**src/rtl/merge_feeder_if.sv**
```systemverilog
// Handshake and frame bus between the element source and merge_feeder.
// The slave modport is the feeder side; the master modport is the source/sink side.
interface merge_feeder_if #(
  parameter int WIDTH = 3,
  parameter int n     = 16
);
  logic                     in_valid;
  logic [WIDTH-1:0]         in_data;
  logic                     in_ready;
  logic [2*n*WIDTH-1:0]     inba;
  logic [1:0]               load;
  logic                     frame_valid;
  logic                     frame_ack;
  logic                     order_err;

  modport slave (
    input  in_valid, in_data, frame_ack,
    output in_ready, inba, load, frame_valid, order_err
  );

  modport master (
    output in_valid, in_data, frame_ack,
    input  in_ready, inba, load, frame_valid, order_err
  );
endinterface

```
**src/rtl/merge_feeder.sv**
```systemverilog
// Collects two n-element halves into one packed frame for a downstream merger,
// strobing each completed half and flagging halves that are not non-decreasing.
module merge_feeder #(
  parameter int WIDTH = 3,
  parameter int n     = 16
) (
  input  logic          clk,
  input  logic          rst,
  merge_feeder_if.slave bus
);
  localparam int CW = $clog2(n);

  typedef enum logic [1:0] {
    FILL_A = 2'd0,
    FILL_B = 2'd1,
    DONE   = 2'd2
  } state_t;

  state_t               r_state;
  state_t               w_state_nxt;
  logic [CW-1:0]        r_cnt;
  logic [WIDTH-1:0]     r_last;
  logic [2*n*WIDTH-1:0] r_inba;
  logic [1:0]           r_load;
  logic [1:0]           w_load_nxt;
  logic                 r_frame_valid;
  logic                 w_fv_nxt;
  logic                 r_order_err;
  logic                 w_in_ready;
  logic                 w_accept;
  logic                 w_last_slot;
  logic                 w_ack;
  logic                 w_order_viol;
  logic [CW:0]          w_slot_idx;

  assign w_in_ready   = (r_state == FILL_A) || (r_state == FILL_B);
  assign w_accept     = bus.in_valid && w_in_ready;
  assign w_last_slot  = (r_cnt == CW'(n - 1));
  assign w_ack        = (r_state == DONE) && bus.frame_ack;
  // Upper index bit selects the half, so half B lands above half A.
  assign w_slot_idx   = {(r_state == FILL_B), r_cnt};
  // Slot 0 of either half is never compared, so the A/B boundary is exempt.
  assign w_order_viol = w_accept && (r_cnt != {CW{1'b0}}) && (bus.in_data < r_last);
  assign w_fv_nxt     = (w_state_nxt == DONE);

  // State register.
  always_ff @(posedge clk or negedge rst) begin
    if (!rst) begin
      r_state <= FILL_A;
    end else begin
      r_state <= w_state_nxt;
    end
  end

  // Next-state and half-complete strobe decode.
  always_comb begin
    w_state_nxt = r_state;
    w_load_nxt  = 2'b00;
    case (r_state)
      FILL_A: begin
        if (w_accept && w_last_slot) begin
          w_state_nxt = FILL_B;
          w_load_nxt  = 2'b01;
        end else begin
          w_state_nxt = FILL_A;
        end
      end
      FILL_B: begin
        if (w_accept && w_last_slot) begin
          w_state_nxt = DONE;
          w_load_nxt  = 2'b10;
        end else begin
          w_state_nxt = FILL_B;
        end
      end
      DONE: begin
        if (bus.frame_ack) begin
          w_state_nxt = FILL_A;
        end else begin
          w_state_nxt = DONE;
        end
      end
      default: begin
        w_state_nxt = FILL_A;
        w_load_nxt  = 2'b00;
      end
    endcase
  end

  // Slot counter, frame storage, ordering check and registered strobes.
  always_ff @(posedge clk or negedge rst) begin
    if (!rst) begin
      r_cnt         <= {CW{1'b0}};
      r_last        <= {WIDTH{1'b0}};
      r_inba        <= {(2*n*WIDTH){1'b0}};
      r_load        <= 2'b00;
      r_frame_valid <= 1'b0;
      r_order_err   <= 1'b0;
    end else begin
      r_load        <= w_load_nxt;
      r_frame_valid <= w_fv_nxt;
      if (w_accept) begin
        r_cnt  <= r_cnt + CW'(1);
        r_last <= bus.in_data;
        r_inba[int'(w_slot_idx)*WIDTH +: WIDTH] <= bus.in_data;
      end else if (w_ack) begin
        r_cnt <= {CW{1'b0}};
      end
      if (w_ack) begin
        r_order_err <= 1'b0;
      end else if (w_order_viol) begin
        r_order_err <= 1'b1;
      end
    end
  end

  assign bus.in_ready    = w_in_ready;
  assign bus.inba        = r_inba;
  assign bus.load        = r_load;
  assign bus.frame_valid = r_frame_valid;
  assign bus.order_err   = r_order_err;
endmodule

```
**src/flat_wrapper.sv**
```systemverilog
// flat-port wrapper written by rule: the top's interface ports become plain ports
module merge_feeder_flat 
#(
  parameter int WIDTH = 3,
  parameter int n     = 16
)
  (clk, rst, bus_in_valid, bus_in_data, bus_frame_ack, bus_in_ready, bus_inba, bus_load, bus_frame_valid, bus_order_err);
  merge_feeder_if #(.WIDTH(WIDTH), .n(n)) bus_i ();
  input  logic clk;
  input  logic rst;
  input wire logic [$bits(bus_i.in_valid)-1:0] bus_in_valid;
  input wire logic [$bits(bus_i.in_data)-1:0] bus_in_data;
  input wire logic [$bits(bus_i.frame_ack)-1:0] bus_frame_ack;
  output wire logic [$bits(bus_i.in_ready)-1:0] bus_in_ready;
  output wire logic [$bits(bus_i.inba)-1:0] bus_inba;
  output wire logic [$bits(bus_i.load)-1:0] bus_load;
  output wire logic [$bits(bus_i.frame_valid)-1:0] bus_frame_valid;
  output wire logic [$bits(bus_i.order_err)-1:0] bus_order_err;
  assign bus_i.in_valid = bus_in_valid;
  assign bus_i.in_data = bus_in_data;
  assign bus_i.frame_ack = bus_frame_ack;
  assign bus_in_ready = bus_i.in_ready;
  assign bus_inba = bus_i.inba;
  assign bus_load = bus_i.load;
  assign bus_frame_valid = bus_i.frame_valid;
  assign bus_order_err = bus_i.order_err;
  merge_feeder #(.WIDTH(WIDTH), .n(n)) u_core (.clk(clk), .rst(rst), .bus(bus_i));
endmodule
```
**config.mk**
```make
export PLATFORM = sky130hd
export DESIGN_NAME = merge_feeder_flat
export DESIGN_NICKNAME = d
export VERILOG_FILES = /design/src/rtl/merge_feeder_if.sv /design/src/rtl/merge_feeder.sv /design/src/flat_wrapper.sv
export SDC_FILE = /design/constraint.sdc
export NUM_CORES = 1
export LEC_CHECK = 0
export ABC_AREA = 1
export CORE_MARGIN = 2
export CORE_UTILIZATION = 45
export DETAILED_ROUTE_END_ITERATION = 7
export HOLD_SLACK_MARGIN = 0.12
export PLACE_DENSITY = 0.72
export SYNTH_ARGS = -nofsm -noshare
export SYNTH_HDL_FRONTEND = slang
export SYNTH_SLANG_ARGS = --single-unit
```
**constraint.sdc**
```tcl
create_clock -name clk -period 2.2 [get_ports clk]
set_input_delay 0.44 -clock clk [delete_from_list [all_inputs] [get_ports clk]]
set_output_delay 0.44 -clock clk [all_outputs]
set_load 0.05 [all_outputs]
```
==> results of run 1 <==
-- worst min path at each step --
stage,startpoint,to,slack (ns)
final,u_core.bus.inba[1]$_DFFE_PN0P_,u_core.bus.inba[1]$_DFFE_PN0P_,0.48
after global routing,u_core.bus.inba[14]$_DFFE_PN0P_,u_core.bus.inba[14]$_DFFE_PN0P_,0.50
after CTS,u_core.bus.inba[50]$_DFFE_PN0P_,u_core.bus.inba[50]$_DFFE_PN0P_,0.48
after detailed placement,u_core.bus.inba[50]$_DFFE_PN0P_,u_core.bus.inba[50]$_DFFE_PN0P_,0.46
after global placement,u_core.bus.inba[25]$_DFFE_PN0P_,u_core.bus.inba[25]$_DFFE_PN0P_,0.46
after floorplan,rst,u_core.bus.frame_valid$_DFF_PN0_,0.14
-- cell families (layout without fill, tap and decap cells) --
| logic type | count (synthesis) | in the layout |
|---|---|---|
| XOR/XNOR | 1 | 1 |
| adder cells (fa/ha/maj) | 5 | 5 |
| flip-flops | 109 | 109 |
| AND/OR/NAND/NOR | 427 | 427 |
| AO/OA/AOI/OAI | 12 | 12 |
| buffers and inverters | 55 | 174 |
-- flip-flops by register name, indices dropped and copies added, names as in the netlist --
name                    count
u_core.bus.load             2
u_core.bus.frame_valid      1
u_core.r_cnt                4
u_core.r_state              2
u_core.bus.inba            96
u_core.bus.order_err        1
u_core.r_last               3
-- routing by layer --
layer  track usage  vias to the layer above  wire (um)
met4       0.08791                        0        267
met2        0.3691                      137       6028
li1              -                     2105          -
met5             0                        -          0
met3       0.03467                       25        662
met1        0.2740                     2049       5266
-- Yosys cell counts, types with 2 or more instances --
library cell and instances:
buf_4 6, buf_6 4, clkbuf_1 6, dfrtp_1 109
ha_1 5, inv_1 25, inv_2 12, nand2_1 297
nand2_2 11, nand2_4 3, nand3_1 57, nand3_2 4
nor2_1 44, nor2_2 2, nor2_4 7, o21ai_0 6
o22ai_1 4
-- worst min-delay path, delay by kind of cell, from the launching register on --
kind / cells / cell delay [ns]
flip-flops: 1 / 0.36
AND/OR/NAND/NOR: 2 / 0.09
-- per-stage QoR --
step,instances,instance area (um^2),hold WS (ns),setup WS (ns)
after floorplan,609,4954,0.1444,0.4334
after global placement,852,6202,0.4572,0.2108
after detailed placement,852,6202,0.4603,0.1641
after CTS,868,6426,0.4841,0.05079
after global routing,868,6439,0.5027,-0.009883
final,868,6439,0.4785,0.07085
-- cell type report --
| cell class | count | area (um^2) |
|---|---|---|
| fillers | 959 | 4354 |
| flip-flops and latches | 109 | 2728 |
| multi-input cells | 445 | 1976 |
| repair buffers | 121 | 1201 |
| well taps | 140 | 175.2 |
| clock buffers | 12 | 145.1 |
| inverters | 38 | 145.1 |
| clock inverters | 3 | 68.82 |
-- repair_timing --
item / CTS / global route
setup buffers: 0 / 0
setup endpoints to repair: 0 / 4
resized for setup: 0 / 3
endpoints found under the hold margin: 35 / 0
hold buffers: 1 / 0
-- power by group --
group          switching (mW)  total (mW)  internal [mW]
logic                    4.01        5.67           1.67
registers               0.489        3.18           2.69
clock network           0.653        1.33          0.673
total                    5.15        10.2           5.03
==> metrics.md, run 1 <==
| Metric | Value |
|---|---|
| Root Buffer Master | `clkbuf_8` |
| CTS tree | `yes` |
| Synth area leaders | `dfrtp_1, nand2_1, nand3_1, nor2_1, inv_1` |
| Cells on Worst Hold Path | `2` |
| Synth Area in Compound Gates | `0.01389` |
| FP Rows | `38` |
| Ys async rst share | `1.000` |
| Slowest-stage cell, CP | `clkdlybuf4s50_1` |
| Clock Path Buffers | `2` |
| GRT Total Usage | `0.2163` |
| Mux share of post-synthesis cell area | `0` |
| XOR/XNOR Fraction of Synth Area | `0.001768` |
| Req. time, crit path | `1.76 ns` |
| Top_reg_cell synth | `dfrtp_1` |
| First-pass GRT wire length | `19,770 um` |
| Pin count of the biggest net entering global routing | `41` |
| Commonest cells after routing, fill and taps aside | `nand2_1, dfrtp_1, clkdlybuf4s50_1` |
| Worst Path Buf+Inv | `2` |
| Setup slack, reg-to-reg | `0.19 ns` |
| # clock sinks | `109` |
| Flops & latches, synth | `109` |
| Crit path time final | `2.129 ns` |
| Critical R2R Launch | `u_core.r_cnt[1]$_DFFE_PN0P_` |
| Sequential fraction of the synthesis area | `0.5506` |
| Synth top area share | `0.5506` |
| Number of iterations in the first detailed-routing pass | `4` |
| Slew Limit Fails | `0` |
| Run status | `complete, no violations` |
| Tot Pwr | `between 10 and 15 mW` |
| Crit end category | `output port` |
| Antenna viol nets, final | `0` |
| Crit path largest cell delay | `roughly 0.82 ns` |
| Initial antenna violation count | `0` |
| Worst-Margin Slew | `approximately 0.57 ns` |
| Vias in the first global route | `4,150` |
| Syn avg cell area | `8.134 um^2` |
| Core footprint | `10,790 um^2` |
| Die area | `11,860 um^2` |
| Pleak | `3.323 nW` |
| Util after Layout | `0.5966` |
| Area share of fa/ha/maj cells after synthesis | `0.01263` |
| Crit-path max FO | `3` |
| Port buffer count | `107` |
| Critical Path Source Type | `flip-flop` |
| Area grow syn2layout | `29.98%` |
| Max VDD drop | `between 0.0008 and 0.0009 V` |
| Global route total overflow | `0` |
| Setup CP Type | `flip-flop to output port` |
| Commonest non-fill, non-tap cell in the layout | `nand2_1` |
| Largest family of logic cells by synthesized area | `simple AND/OR/NAND/NOR gates` |
| H-tree levels | `3` |
| Reg clk slew, reported paths | `0.10 ns` |
| EDFF count, synth | `0` |
| Synth cell types | `24` |
| Simple-gate share of the synthesized area | `0.3680` |
| Clk_lat worst skew | `roughly 0.37 ns` |
| HPWL Detailed | `a little over 9000 um` |
| Fmax | `469.7 MHz` |
| Synth warn | `0` |
| Critical path capture point | `bus_in_ready` |
| Area leader, netlist | `dfrtp_1` |
| Critical path, cell by cell | `inv_2 > clkdlybuf4s50_1` |
| Endpoints failing hold | `0` |
| DRC viols | `0` |
| Vias per cell | `4.972` |
| Via count | `about 4,300` |
| Clock Skews | `0.007297 ns` |
| Reg-to-reg critical path endpoint | `u_core.bus.inba[54]$_DFFE_PN0P_` |
| Hold Path Class | `flip-flop to flip-flop` |
| Mapped Nets | `between 600 and 700` |
| Sum Neg Setup Slack | `0 ns` |
| Placer congestion estimate | `roughly 0.86` |
| Mapped Area | `a little under 5000 um^2` |
| Final net count | `about 740` |
| DR iter-0 viols | `191` |
| Routed wire length | `approximately 12,000 um` |
| Routed wire length per instance | `around 14 um` |
| Post-Synthesis Cells | `609` |
| CP arrival | `approximately 1.7 ns` |
| Die Width | `between 100 and 150 um` |
| Diodes inserted | `0` |
| Fin crit share | `0.9678` |
| DIE HEIGHT | `around 110 um` |
| Total CTS buffers | `9` |
| Share of layout cells above drive strength 1 | `0.09478` |
| Reg2Reg Depth | `9` |
| PwrDens | `1581 nW/um^2` |
| CP delay by family, top | `buffers and inverters` |
| Finish-stage setup viols | `0` |
| Origin of the worst setup path | `u_core.r_state[1]$_DFF_PN0_` |
| Initial core utilization | `0.4590` |
| Max_cap viols | `0` |
| Stages on worst setup path | `2` |
| Number of I/O pins | `108` |
| Relative slew slack | `0.6217` |
(Power assumes the default switching activity.)
==> run 2, diff against run 1 <==
--- a/config.mk
+++ b/config.mk
@@ -11,6 +11,8 @@
 export DETAILED_ROUTE_END_ITERATION = 7
 export HOLD_SLACK_MARGIN = 0.12
 export PLACE_DENSITY = 0.72
+export RECOVER_POWER = 50
+export SLEW_MARGIN = 20
 export SYNTH_ARGS = -nofsm -noshare
 export SYNTH_HDL_FRONTEND = slang
 export SYNTH_SLANG_ARGS = --single-unit
==> metrics.md, run 2 (synthesis gave the netlist of run 1 again) <==
| Metric | Value |
|---|---|
| Run status | `complete, no violations` |
| Placed cell area | `slightly above 6000 um^2` |
| Max VDD drop | `0.0008526 V` |
| Design Area, Final | `6395 um^2` |
| Clock Skews | `slightly above 0.006 ns` |
| Number of I/O pins | `about 110` |
| Commonest non-fill, non-tap cell in the layout | `nand2_1` |
| Worst-Margin Slew | `1.011 ns` |
| Number of iterations in the first detailed-routing pass | `4` |
| Endpoints failing hold | `0` |
| Clk_lat worst skew | `0.37 ns` |
| Post-Place Cells | `between 800 and 900` |
| Final non-filler cell total | `between 800 and 900` |
| Hold Path Class | `flip-flop to flip-flop` |
| Pleak | `~3.4 nW` |
| Placer congestion estimate | `between 0.8 and 0.9` |
| DIE HEIGHT | `around 110 um` |
| Max reg flops | `between 90 and 100` |
| Pin count of the biggest net entering global routing | `41` |
| Slew Limit Fails | `0` |
| Util after Layout | `0.5925` |
| Total CTS buffers | `9` |
| Reg clk slew, reported paths | `approximately 0.09 ns` |
| Antenna viol nets, final | `0` |
| Die Width | `between 100 and 150 um` |
| Req. time, crit path | `about 1.8 ns` |
| Share of layout cells above drive strength 1 | `0.08242` |
| CP arrival | `~1.7 ns` |
| Core footprint | `10,790 um^2` |
| Vias in the first global route | `approximately 4,200` |
| Global route total overflow | `0` |
| DR iter-0 viols | `170` |
| Crit-path max FO | `3` |
| Setup Fix Bufs, Post-CTS | `0` |
| Clock Path Buffers | `2` |
| HPWL Detailed | `between 9000 and 10,000 um` |
| Routed wire length | `12,130 um` |
| Initial core utilization | `0.4590` |
| CTS tree | `yes` |
| H-tree levels | `3` |
| FP Rows | `38` |
| Crit end category | `output port` |
| Routed wire length per instance | `around 14 um` |
| Fin crit share | `0.9606` |
| Filler cell count in the final layout | `around 970` |
| Root Buffer Master | `clkbuf_8` |
| Via count | `between 4,000 and 5,000` |
| Setup CP Type | `flip-flop to output port` |
| Die area | `11,860 um^2` |
| Worst hold margin | `0.4726 ns` |
| Port buffer count | `around 110` |
| GRT Total Usage | `0.2163` |
| Crit path time final | `2.113 ns` |
| Critical Path Source Type | `flip-flop` |
| Fmax | `roughly 470 MHz` |
| Diodes inserted | `0` |
| Initial antenna violation count | `0` |
| Commonest cells after routing, fill and taps aside | `nand2_1, dfrtp_1, clkdlybuf4s50_1` |
| Vias per cell | `4.959` |
| # clock sinks | `~110` |
| First-pass GRT wire length | `around 20,000 um` |
| Relative slew slack | `0.3260` |
| Final net count | `736` |
| Finish-stage setup viols | `0` |
| PwrDens | `~1600 nW/um^2` |
| DRC viols | `0` |
| Area grow syn2layout | `29.10%` |
| Max_cap viols | `0` |
## run 2: worst max-delay path: stages (launching register included)
cell,delay [ns]
dfrtp_1,0.41
inv_2,0.08
clkdlybuf4s50_1,0.81
## run 2: timing repair
| action | CTS | global route |
|---|---|---|
| endpoints found under the setup margin | 0 | 4 |
| endpoints found under the hold margin | 35 | 0 |
| resized for setup | 0 | 3 |
| hold buffers | 1 | 0 |
## run 2: power breakdown
group          internal (mW)  total, mW  switching, mW  leakage, nW
Clock                  0.673       1.33          0.653        0.107
Sequential              2.69       3.17          0.480         1.46
Combinational           1.58       5.57           3.99         1.81
## run 2: layout make-up
| type | instances | area [um^2] | area share |
|---|---|---|---|
| Clock inverter | 3 | 68.82 | 0.01076 |
| Inverter | 38 | 145.1 | 0.02270 |
| Clock buffer | 12 | 145.1 | 0.02270 |
| Timing Repair Buffer | 121 | 1162 | 0.1818 |
| Multi-Input combinational cell | 445 | 1971 | 0.3082 |
| Sequential cell | 109 | 2728 | 0.4265 |
| Tap cell | 140 | 175.2 | 0.02739 |
## run 2: per-layer routing
metal | routed length, um | up-vias | global-route usage
li1 | - | 2108 | -
met1 | 5177 | 2056 | 0.2740
met2 | 6103 | 123 | 0.3691
met3 | 633 | 17 | 0.03467
met4 | 212 | 0 | 0.08791
met5 | 0 | - | 0
## run 2: path summary, 6_finish.rpt
path / cells past startpoint / slack (ns) / from / endpoint
min in group asynchronous: 2 / 0.77 / rst / u_core.bus.inba[31]$_DFFE_PN0P_
max: 2 / 0.09 / u_core.r_state[1]$_DFF_PN0_ / bus_in_ready
min reg2reg: 2 / 0.47 / u_core.bus.inba[1]$_DFFE_PN0P_ / u_core.bus.inba[1]$_DFFE_PN0P_
max in group asynchronous: 3 / 0.38 / rst / u_core.r_last[0]$_DFFE_PN0P_
min: 2 / 0.47 / u_core.bus.inba[1]$_DFFE_PN0P_ / u_core.bus.inba[1]$_DFFE_PN0P_
max reg2reg: 9 / 0.19 / u_core.r_cnt[1]$_DFFE_PN0P_ / u_core.bus.inba[54]$_DFFE_PN0P_
## run 2: through the flow
stage                     worst slack (ns)  TNS [ns]  total power [mW]
after floorplan                     0.4334         0             7.006
final                              0.08674         0             10.07
after global placement              0.2108         0             8.772
after CTS                          0.05079         0             10.22
after detailed placement            0.1641         0             8.879
after global routing              -0.01160  -0.01160             10.61
==> run 3, diff against run 2 <==
--- a/config.mk
+++ b/config.mk
@@ -10,6 +10,7 @@
 export CORE_UTILIZATION = 45
 export DETAILED_ROUTE_END_ITERATION = 7
 export HOLD_SLACK_MARGIN = 0.12
+export MAX_ROUTING_LAYER = met4
 export PLACE_DENSITY = 0.72
 export RECOVER_POWER = 50
 export SLEW_MARGIN = 20
==> metrics.md, run 3 (synthesis gave the netlist of run 1 again) <==
| Metric | Value |
|---|---|
| Hold Path Class | `flip-flop to flip-flop` |
| Post-Place Cells | `between 800 and 900` |
| Initial core utilization | `0.4590` |
| Clock Skews | `around 0.0063 ns` |
| Commonest non-fill, non-tap cell in the layout | `nand2_1` |
| Fmax | `between 400 and 500 MHz` |
| Reg2Reg Depth | `9` |
| Share of layout cells above drive strength 1 | `0.08379` |
| Vias in the first global route | `between 4,000 and 5,000` |
| CP arrival | `1.67 ns` |
| Slowest-stage cell, CP | `clkdlybuf4s50_1` |
| Final net count | `roughly 740` |
| Critical R2R Launch | `u_core.r_cnt[1]$_DFFE_PN0P_` |
| Finish-stage setup viols | `0` |
| Global route total overflow | `0` |
| PwrDens | `around 1600 nW/um^2` |
| Switch share | `0.5093` |
| DR iter-0 viols | `between 150 and 200` |
| Final non-filler cell total | `around 870` |
| Endpoints failing hold | `0` |
| Clock network fraction of design power | `0.131` |
| H-tree levels | `3` |
| HPWL Detailed | `about 9100 um` |
| Critical Path Source Type | `flip-flop` |
| Relative slew slack | `0.3223` |
| Max VDD drop | `0.0008528 V` |
| Clock Path Buffers | `2` |
| GRT Total Usage | `0.2226` |
| Number of I/O pins | `between 100 and 150` |
| Die Width | `108.9 um` |
| Placed cell area | `between 6000 and 7000 um^2` |
| Min-delay src | `u_core.bus.inba[1]$_DFFE_PN0P_` |
| FP Rows | `38` |
| Total internal power | `between 4 and 5 mW` |
| Reg clk slew, reported paths | `approximately 0.09 ns` |
| Via count | `around 4,300` |
| CTS tree | `yes` |
| Cells on Worst Hold Path | `2` |
| Sum Neg Setup Slack | `0 ns` |
| Placer congestion estimate | `0.8744` |
| Worst hold endpoint | `u_core.bus.inba[1]$_DFFE_PN0P_` |
| Critical path, cell by cell | `inv_2 > clkdlybuf4s50_1` |
| Clk_lat worst skew | `~0.37 ns` |
| Req. time, crit path | `1.76 ns` |
| Part of the power in registers | `0.315` |
| Run status | `complete, no violations` |
| Design Area, Final | `around 6400 um^2` |
| Port buffer count | `~110` |
| Total CTS buffers | `9` |
| Area grow syn2layout | `29.10%` |
| Number of iterations in the first detailed-routing pass | `4` |
| Fin crit share | `0.9608` |
| Reg-to-reg critical path endpoint | `u_core.bus.inba[54]$_DFFE_PN0P_` |
| Routed wire length per instance | `roughly 14 um` |
| Worst hold margin | `0.4728 ns` |
| DIE HEIGHT | `108.9 um` |
| Max reg flops | `96` |
| Commonest cells after routing, fill and taps aside | `nand2_1, dfrtp_1, clkdlybuf4s50_1` |
| First-pass GRT wire length | `slightly below 20,000 um` |
| Crit path time final | `2.114 ns` |
| Pin count of the biggest net entering global routing | `around 40` |
| Setup slack, reg-to-reg | `between 0.15 and 0.2 ns` |
| Setup CP Type | `flip-flop to output port` |
| DRC viols | `0` |
| Tot Pwr | `10.06 mW` |
| Crit path largest cell delay | `between 0.8 and 0.9 ns` |
| Die area | `11,860 um^2` |
| Core footprint | `10,790 um^2` |
| Initial antenna violation count | `0` |
| Diodes inserted | `0` |
| Pleak | `about 3.4 nW` |
| Logic pwr share | `0.554` |
| Crit end category | `output port` |
| Crit-path max FO | `3` |
| Root Buffer Master | `clkbuf_8` |
| Slew Limit Fails | `0` |
| Antenna viol nets, final | `0` |
| Max_cap viols | `0` |
| # clock sinks | `between 100 and 150` |
| Origin of the worst setup path | `u_core.r_state[1]$_DFF_PN0_` |
| Vias per cell | `~5.0` |
| Worst-Margin Slew | `approximately 1.0 ns` |
| Routed wire length | `12,170 um` |
| Switching power total | `a little over 5 mW` |
==> run 3: what timing repair did <==
item,in CTS,in global routing
setup endpoints to repair,0,4
resized for setup,0,3
setup buffers,0,0
hold buffers,1,0
hold endpoints to repair,35,0
==> run 3: power groups by stage <==
stage	logic, mW	clock network, mW	registers [mW]
floorplan	1.63	0	5.38
global placement	5.58	0	3.20
detailed placement	5.67	0	3.21
CTS	5.68	1.36	3.18
global route	5.94	1.42	3.25
finish	5.57	1.32	3.17
==> run 3: per-layer routing <==
| metal | part of all wire | wire [um] | global-route usage |
|---|---|---|---|
| met1 | 0.43 | 5207 | 0.2764 |
| met2 | 0.50 | 6145 | 0.3691 |
| met3 | 0.050 | 611 | 0.02929 |
| met4 | 0.017 | 208 | 0.09066 |
| met5 | 0 | 0 | - |
==> run 3: area by class of cell <==
type                            count  area, um^2
Tap cell                          140       175.2
Sequential cell                   109        2728
Multi-Input combinational cell    445        1971
Timing Repair Buffer              121        1162
Clock buffer                       12       145.1
Clock inverter                      3       68.82
Inverter                           38       145.1
Fill cell                         969        4398
==> run 3: worst max path at each step <==
stage,to,slack (ns),cells after the start
floorplan,u_core.bus.inba[30]$_DFFE_PN0P_,0.43,9
global placement,u_core.bus.inba[94]$_DFFE_PN0P_,0.21,8
detailed placement,u_core.bus.inba[94]$_DFFE_PN0P_,0.16,8
CTS,bus_in_ready,0.05,2
global route,u_core.bus.inba[26]$_DFFE_PN0P_,-0.01,10
finish,bus_in_ready,0.09,2
==> run 3: metrics by stage <==
step                setup WS [ns]  utilization
finish                    0.08616       0.5925
global route             -0.01158       0.5925
global placement           0.2108       0.5747
floorplan                  0.4334            -
CTS                       0.05079       0.5954
detailed placement         0.1641       0.5747
==> run 3: critical path: cells and delay by family (launching register included) <==
kind,cells,cell delay [ns]
DFF,1,0.41
buffers and inverters,2,0.89
